[src/rtl/wb_stage_gen.sv]
// Write-back stage: aligns and extends load data, merges two-beat word-crossing
// loads, and keeps a short tagged history of retired results for forwarding.
module wb_stage_gen #(
    parameter int XLEN        = 32,
    parameter int FWD_DEPTH   = 2,
    parameter bit MISALIGN_EN = 1'b1
) (
    input  logic                    clk,
    input  logic                    rst,
    input  logic                    cmd_ld_wb,
    input  logic [2:0]              ld_code_wb,
    input  logic [XLEN-1:0]         rd_data_wb,
    input  logic [XLEN-1:0]         ld_data_wb,
    input  logic                    ld_valid_wb,
    input  logic                    wbk_en_wb,
    input  logic [4:0]              wbk_rd_wb,
    input  logic                    stall,
    input  logic                    rst_pipe,
    output logic [XLEN-1:0]         wbk_data_wb,
    output logic                    wbk_we_wb,
    output logic [4:0]              wbk_rd_out,
    output logic                    stall_req,
    output logic                    ma_req,
    output logic [XLEN-1:0]         ma_adr,
    output logic                    misalign_exc,
    output logic [FWD_DEPTH*XLEN-1:0] fwd_data,
    output logic [FWD_DEPTH*5-1:0]  fwd_rd,
    output logic [FWD_DEPTH-1:0]    fwd_vld
);
    // state | meaning
    // IDLE  | single-beat operation; crossing loads capture beat 1 here
    // WAIT2 | holding beat 1 in lo_buf, waiting for the next word

    localparam int BYTES = XLEN / 8;
    localparam int OFSW  = $clog2(BYTES);

    typedef enum logic {IDLE = 1'b0, WAIT2 = 1'b1} state_t;

    state_t              state;
    logic [XLEN-1:0]     lo_buf;
    logic [XLEN-1:0]     hist_data [FWD_DEPTH];
    logic [4:0]          hist_rd   [FWD_DEPTH];

    logic [OFSW-1:0]     ofs;
    logic [3:0]          size;
    logic                sgn;
    logic [4:0]          span;
    logic                crossing;
    logic [2*XLEN-1:0]   window;
    logic [2*XLEN-1:0]   shifted;
    logic [6:0]          nbits;
    logic                msb;
    logic [XLEN-1:0]     ld_ext;
    logic                retire;
    logic                advance;

    assign ofs        = rd_data_wb[OFSW-1:0];
    assign wbk_rd_out = wbk_rd_wb;
    assign ma_adr     = (rd_data_wb & ~XLEN'(BYTES - 1)) + XLEN'(BYTES);

    // size 0 marks an unsupported code: data 0, never treated as crossing
    always_comb begin
        size = 4'd0;
        sgn  = 1'b0;
        case (ld_code_wb)
            3'b000: begin size = 4'd1; sgn = 1'b1; end
            3'b001: begin size = 4'd2; sgn = 1'b1; end
            3'b010: begin size = 4'd4; sgn = 1'b1; end
            3'b100: size = 4'd1;
            3'b101: size = 4'd2;
            3'b011: if (XLEN == 64) size = 4'd8;
            3'b110: if (XLEN == 64) size = 4'd4;
            default: size = 4'd0;
        endcase
    end

    assign span     = 5'(ofs) + 5'(size);
    assign crossing = cmd_ld_wb & (size != 4'd0) & (span > 5'(BYTES));

    always_comb begin
        window  = (state == WAIT2) ? {ld_data_wb, lo_buf} : {{XLEN{1'b0}}, ld_data_wb};
        shifted = window >> {ofs, 3'b000};
        nbits   = {size, 3'b000};
        case (size)
            4'd1:    msb = shifted[7];
            4'd2:    msb = shifted[15];
            4'd4:    msb = shifted[31];
            4'd8:    msb = shifted[63];
            default: msb = 1'b0;
        endcase
        ld_ext = '0;
        for (int i = 0; i < XLEN; i++)
            ld_ext[i] = (i < int'(nbits)) ? shifted[i] : (sgn & msb);
    end

    assign retire      = (state == WAIT2) ? ld_valid_wb : ~crossing;
    assign advance     = retire & ~stall & ~rst_pipe;
    assign wbk_data_wb = (cmd_ld_wb || state == WAIT2) ? ld_ext : rd_data_wb;
    assign wbk_we_wb   = wbk_en_wb & (wbk_rd_wb != 5'd0) & advance;

    always_ff @(posedge clk or posedge rst) begin
        if (rst) begin
            state        <= IDLE;
            lo_buf       <= '0;
            stall_req    <= 1'b0;
            ma_req       <= 1'b0;
            misalign_exc <= 1'b0;
        end else if (rst_pipe) begin
            state        <= IDLE;
            lo_buf       <= '0;
            stall_req    <= 1'b0;
            ma_req       <= 1'b0;
            misalign_exc <= 1'b0;
        end else begin
            misalign_exc <= 1'b0;
            case (state)
                IDLE: begin
                    if (crossing && !stall) begin
                        if (MISALIGN_EN) begin
                            lo_buf    <= ld_data_wb;
                            state     <= WAIT2;
                            stall_req <= 1'b1;
                            ma_req    <= 1'b1;
                        end else begin
                            misalign_exc <= 1'b1;
                        end
                    end
                end
                WAIT2: begin
                    if (ld_valid_wb && !stall) begin
                        state     <= IDLE;
                        stall_req <= 1'b0;
                        ma_req    <= 1'b0;
                    end
                end
                default: state <= IDLE;
            endcase
        end
    end

    // entry 0 is the newest retire; older entries ripple toward higher indices
    always_ff @(posedge clk or posedge rst) begin
        if (rst) begin
            fwd_vld <= '0;
            for (int i = 0; i < FWD_DEPTH; i++) begin
                hist_data[i] <= '0;
                hist_rd[i]   <= '0;
            end
        end else if (rst_pipe) begin
            fwd_vld <= '0;
            for (int i = 0; i < FWD_DEPTH; i++) begin
                hist_data[i] <= '0;
                hist_rd[i]   <= '0;
            end
        end else if (advance) begin
            hist_data[0] <= wbk_data_wb;
            hist_rd[0]   <= wbk_rd_wb;
            fwd_vld[0]   <= wbk_we_wb;
            for (int i = FWD_DEPTH - 1; i > 0; i--) begin
                hist_data[i] <= hist_data[i-1];
                hist_rd[i]   <= hist_rd[i-1];
                fwd_vld[i]   <= fwd_vld[i-1];
            end
        end
    end

    always_comb begin
        fwd_data = '0;
        fwd_rd   = '0;
        for (int i = 0; i < FWD_DEPTH; i++) begin
            fwd_data[i*XLEN +: XLEN] = hist_data[i];
            fwd_rd[i*5 +: 5]         = hist_rd[i];
        end
    end

endmodule

[config.mk]
export PLATFORM = sky130hd
export DESIGN_NAME = wb_stage_gen
export DESIGN_NICKNAME = d
export VERILOG_FILES = /design/src/rtl/wb_stage_gen.sv
export SDC_FILE = /design/constraint.sdc
export NUM_CORES = 1
export LEC_CHECK = 0
export ABC_AREA = 1
export CAP_MARGIN = 20
export CORE_ASPECT_RATIO = 1.75
export CORE_MARGIN = 2
export CORE_UTILIZATION = 51
export DETAILED_ROUTE_END_ITERATION = 16
export PLACE_DENSITY_LB_ADDON = 0.12
export SLEW_MARGIN = 40
export SYNTH_ARGS = -nofsm -noshare
export SYNTH_HDL_FRONTEND = slang
export SYNTH_SLANG_ARGS = --single-unit
[constraint.sdc]
create_clock -name clk -period 8.2 [get_ports clk]
set_input_delay 1.23 -clock clk [delete_from_list [all_inputs] [get_ports clk]]
set_output_delay 1.23 -clock clk [all_outputs]
set_load 0.1 [all_outputs]
Word-level counts from Yosys, hierarchy flattened
Index checks and enable logic that the tools add are counted.

storage, ports and cells
  register bits = 110
  input bits = 79
  output and inout port bits = 149

operators by class
  $add $sub $neg = 2
  magnitude comparators = 33
  equality and inequality tests = 11
  shift operators = 1
  muxes and demuxes = 55
  bitwise logic cells = 11
  reductions and logical operators = 14

operators with widths
  kind                                                                  number
  64-bit 2-to-1 mux                                                     3
  32-bit 2-to-1 mux                                                     4
  5-bit by 7-bit < comparator with 1-bit output, first input constant   16
  64-bit by 5-bit >> shifter with 64-bit output                         1
  4-bit by 7-bit < comparator with 1-bit output, first input constant   8
  1-bit 2-to-1 mux                                                      40
  32-bit by 3-bit adder with 32-bit output, second input constant       1
  3-bit by 7-bit < comparator with 1-bit output, first input constant   4
  10-bit 2-to-1 mux                                                     2
  1-bit by 7-bit < comparator with 1-bit output, first input constant   2
  2-bit by 7-bit < comparator with 1-bit output, first input constant   2
  3-bit case mux with 3 select lines                                    1
  1-bit bitwise AND                                                     7
  3-bit == test, second input constant                                  2
  2-bit by 4-bit adder with 5-bit output                                1
  5-bit by 3-bit > comparator with 1-bit output, second input constant  1
  5-bit nonzero test                                                    1
  4-bit by 1-bit == test with 1-bit output, second input constant       1
  4-bit by 2-bit == test with 1-bit output, second input constant       1
  4-bit by 3-bit == test with 1-bit output, second input constant       1
  4-bit == test, second input constant                                  1
  2-bit 2-to-1 mux                                                      2
  1-bit inverter                                                        4
  1-bit case mux with 2 select lines                                    2
  15 further kinds                                                      19

Longest topological paths before layout
  depth in word-level cells = 13
  mapped depth = 14
  mapped depth without buffers = 13

Worst setup path before layout
Ideal clock, no wire load.

  path type = input -> output
  start point = input port rd_data_wb[1]
  end point = output port wbk_data_wb[16]
  arrival time = 4.345 ns
  required time = 6.970 ns
  slack = 2.625 ns
  stages = 8
  path buffers = 2
  path through = buf_2 -> clkinv_1 -> nand3_1 -> nand3_1 -> nand3_2 -> nand3_2 -> buf_4 -> a21boi_0

between the ends
  cells in the longest elaborated chain, start to end = 5

RTL lines
  item                                               line  source
  from (decl)                                        12    input logic [XLEN-1:0] rd_data_wb,
  64-bit by 5-bit >> shifter with 64-bit output (*)  82    shifted = window >> {ofs, 3'b000};
  1-bit case mux with 4 select lines                 84    case (size)
  1-bit bitwise AND                                  93    ld_ext[i] = (i < int'(nbits)) ? shifted[i] : (sgn & msb);
  1-bit 2-to-1 mux (*)                               93
  32-bit 2-to-1 mux (*)                              98    assign wbk_data_wb = (cmd_ld_wb || state == WAIT2) ? ld_ext : rd_data_wb;
  to (decl)                                          19    output logic [XLEN-1:0] wbk_data_wb,

Every way passes the cells marked *; elsewhere a longest branch is shown, timed or not.

Worst setup path after layout
  start point = input port rd_data_wb[0]
  end point = output port wbk_we_wb

between the ends
  cells in the longest elaborated chain, start to end = 8

RTL lines
  item                                           line  source
  2-bit by 4-bit adder with 5-bit output         77    assign span = 5'(ofs) + 5'(size);
  5-bit by 3-bit > comparator with 1-bit output  78    assign crossing = cmd_ld_wb & (size != 4'd0) & (span > 5'(BYTES));
  1-bit bitwise AND                              78
  1-bit inverter                                 96    assign retire = (state == WAIT2) ? ld_valid_wb : ~crossing;
  1-bit 2-to-1 mux                               96
  1-bit bitwise AND (2 in a row)                 97    assign advance = retire & ~stall & ~rst_pipe;
  1-bit bitwise AND                              99    assign wbk_we_wb = wbk_en_wb & (wbk_rd_wb != 5'd0) & advance;
  to (decl)                                      20    output logic wbk_we_wb,

No other way between the ends.

==> summary.md <==
| Metric | Value |
|---|---|
| Worst-path cell chain | clkdlybuf4s50_1 > buf_4 > ha_1 > fa_1 > nor2_1 > o21ai_0 > nand2_1 > nand2_2 > nand3_2 > nand2_4 > nand2_1 > nand2_1 > nor2_1 > buf_4 |
| Most used cell, CP | nand2_1 |
| Combinational Power Share | 38.1% |
| P_sw | slightly below 800 uW |
| DRC viols | 0 |
| DR vias | around 7.6k |
| M1 wire length | 9.004 mm |
| Post-DR vias/cell | 5.419 |
| Max-slew violation count | 0 |
| DR pass1 iterations | 5 |
| Clock tree sinks | 110 |
| CP Data Required Time | roughly 7000 ps |
| Worst skew pair latency | roughly 360 ps |
| Post-Synth XOR/XNOR Area | 3.154% |
| WL met2 | 12.79 mm |
| Warnings from Yosys | 0 |
| Post-synthesis mux area share | 0% |
| PwrDens | 189.7 mW/mm^2 |
| Final Setup Violations | 0 |
| Clock Tree Buf Depth | 2 |
| Cells after Synth | between 1k and 1.5k |
| Simple-Gate Fraction of Synth Area | roughly a third |
| Vias in the first global route | around 7.4k |
| Slowest stage delay, CP | around 450 ps |
| Most common cell after layout, fill and taps aside | nand2_1 |
| Largest net degree at the start of global routing | 67 |
| Initial antenna violation count | 0 |
| # Post-CTS Setup Buffers | 0 |
| GRT Util Overall | between 30% and 40% |
| Multi-input gate area | about 0.0037 sq mm |
| Sequential power share | between 30% and 40% |
| Detail Route Antenna Nets | 0 |
| Setup crit start kind | primary input |
| Critical path arrival | approximately 4400 ps |
| GP Congestion | roughly 0.94 |
| Tot Pwr | ~1.7 mW |
| Root Driver | clkbuf_16 |
| Seq/Total Area, Yosys | a little under two fifths |
| Post-CTS Hold Fix Bufs | 0 |
| WL/cell | 17.72 um |
| Worst slew pin tran | between 700 and 800 ps |
| Post-synth cell types | 44 |
| Max transition margin | 50.64% |
| Highest Clock Rate | roughly 0.18 GHz |
| Flops & latches, synth | 110 |
| Worst vdd ir | 0.0001575 V |
| WS Path Type | primary input to output pin |
| Setup_tns | 0 ps |
| Die area | around 0.015 sq mm |
| # fillers | approximately 1.3k |
| Max layer used | met4 |
| Switching share of power | a little under half |
| Die H | 161.4 um |
| Tmin final | 5585 ps |
| Inserted Diodes | 0 |
| Setup crit end kind | output pin |
| Setup WS post-layout | 2615 ps |
| Dpl ws | about 2600 ps |
| Worst Hold Class | flip-flop to flip-flop |
| Layout net count | 1305 |
| Post-synthesis adder-cell area fraction | less than 1% |
| CTS tree | done |
| CTS clk-pin slew, worst paths | 80 ps |
| Share of layout cells above drive strength 1 | approximately 17% |
| Core footprint | 0.01384 sq mm |
| Pleak | about 4.8 nW |
| Drt total wl | ~25 mm |
| Drt first-iter violations | 422 |
| DP HPWL | 19.42 mm |
| Crit-path max FO | 60 |
| Htree depth | 3 |
| Most frequent cells in the layout | nand2_1, buf_2, dfrtp_1, nand3_1, inv_1 |
| Mapped cell area | roughly 0.0072 sq mm |
| Largest family of logic cells by synthesized area | simple AND/OR/NAND/NOR gates |
| Metal3 WL | roughly 1.5 mm |
| Fin crit share | between 60% and 70% |
| RSZ-0062 raised after global routing | no |
| Clock skew | between 10 and 15 ps |
| Num ports | about 230 |
| CTS resizes | 0 |
| Row cnt | 57 |
| IO buf count | 224 |
| Initial Utilization | 52.19% |
| Remaining Overflow, GRT | 0 |
| Die width | between 90 and 100 um |
| Syn_area_per_cell | slightly below 7 sq um |
| Compound-Gate Fraction of Synth Area | about an eighth |
| CTS Buf Count | 9 |
| Maxcap violations | 0 |
| Internal power | 909.2 uW |
| Clock power share | between 20 and 30% |
| Area delta synth->final | 24.14% |
| Final hold viol count | 0 |
| Reg area | approximately 0.0028 sq mm |
| Global-route wire length before repair | 38.90 mm |
| Slowest CP cell | clkdlybuf4s50_1 |
| Status | finished, final reports clean |
==> state kept, by name, indices dropped and copies added (netlist names) <==
signal    count
ma_req        1
state         1
fwd_rd       10
lo_buf       32
fwd_data     64
fwd_vld       2
==> worst max-delay path, delay by kind of cell <==
kind | cells | cell delay (ps)
AO/OA/AOI/OAI | 1 | 80
adder cells (fa/ha/maj) | 2 | 690
buffers and inverters | 3 | 1210
AND/OR/NAND/NOR | 8 | 1140
==> layer usage <==
layer	vias up	global-route usage (%)
met2	310	56.69
met4	0	19.43
met5	-	0
met1	3512	38.65
li1	3705	-
met3	81	4.338
==> cells in the mapped netlist, drive strengths merged <==
cell	count	area (sq um)
a21boi	12	90.09
a21oi	44	231.5
a31oi	1	6.260
buf	51	362.9
clkbuf	13	48.80
clkinv	2	8.750
conb	1	3.750
dfrtp	110	2753
fa	1	20.02
ha	3	37.54
inv	96	362.8
nand2	380	1444
nand3	116	630.6
nand3b	2	27.53
nand4	12	90.09
nor2	48	205.2
nor3	10	60.06
nor4	3	18.77
o211ai	3	22.52
o21ai	88	440.4
o22ai	12	75.07
o31ai	3	22.52
or2	5	31.28
xnor2	5	43.79
xor2	21	183.9
==> power groups by stage <==
stage	sequential (mW)	combinational, mW	clock, mW
after floorplan	0.736	0.354	0
after global routing	0.583	0.677	0.500
after detailed placement	0.591	0.645	0
after CTS	0.580	0.647	0.479
after global placement	0.591	0.683	0
final	0.580	0.648	0.471
==> cell families (layout without fill, tap and decap cells) <==
group / count (synthesis) / in the layout
and+or+nand+nor: 576 / 576
AOI/OAI and AO/OA: 163 / 163
buffers and inverters: 162 / 345
DFF: 110 / 110
xor gates and xnor gates: 26 / 26
adders and majority gates: 4 / 4
other: 1 / 3
==> area by class of cell <==
type | count | area share (%)
clock buffer | 9 | 2.513
clock inverter | 7 | 1.075
inverter | 98 | 4.202
multi-input combinational | 772 | 41.28
sequential | 110 | 30.71
tap | 177 | 2.471
timing repair buffer | 231 | 17.76
==> per-stage QoR <==
stage	instances	area, sq um	util, %	hold slack [ps]
floorplan	1044	7228	-	475.4
global placement	1388	9310	67.29	461.4
detailed placement	1388	8640	62.44	460.2
CTS	1404	8961	64.77	481.3
global route	1404	8964	64.79	506.1
finish	1404	8964	64.79	477.2
==> worst paths after layout <==
path / startpoint / endpoint / slack [ps] / depth (start not counted)
setup / recovery: rd_data_wb[0] / wbk_we_wb / 2610 / 14
hold / removal: fwd_data[41]$_DFFE_PP0P_ / fwd_data[41]$_DFFE_PP0P_ / 480 / 2
setup reg to reg: state$_DFF_PP0_ / fwd_data[30]$_DFFE_PP0P_ / 5340 / 12
hold reg to reg: fwd_data[41]$_DFFE_PP0P_ / fwd_data[41]$_DFFE_PP0P_ / 480 / 2
max in group asynchronous: rst / fwd_data[9]$_DFFE_PP0P_ / 5880 / 3
min in group asynchronous: rst / lo_buf[21]$_DFFE_PP0P_ / 1320 / 2
Power figures use the tool's default switching activity.
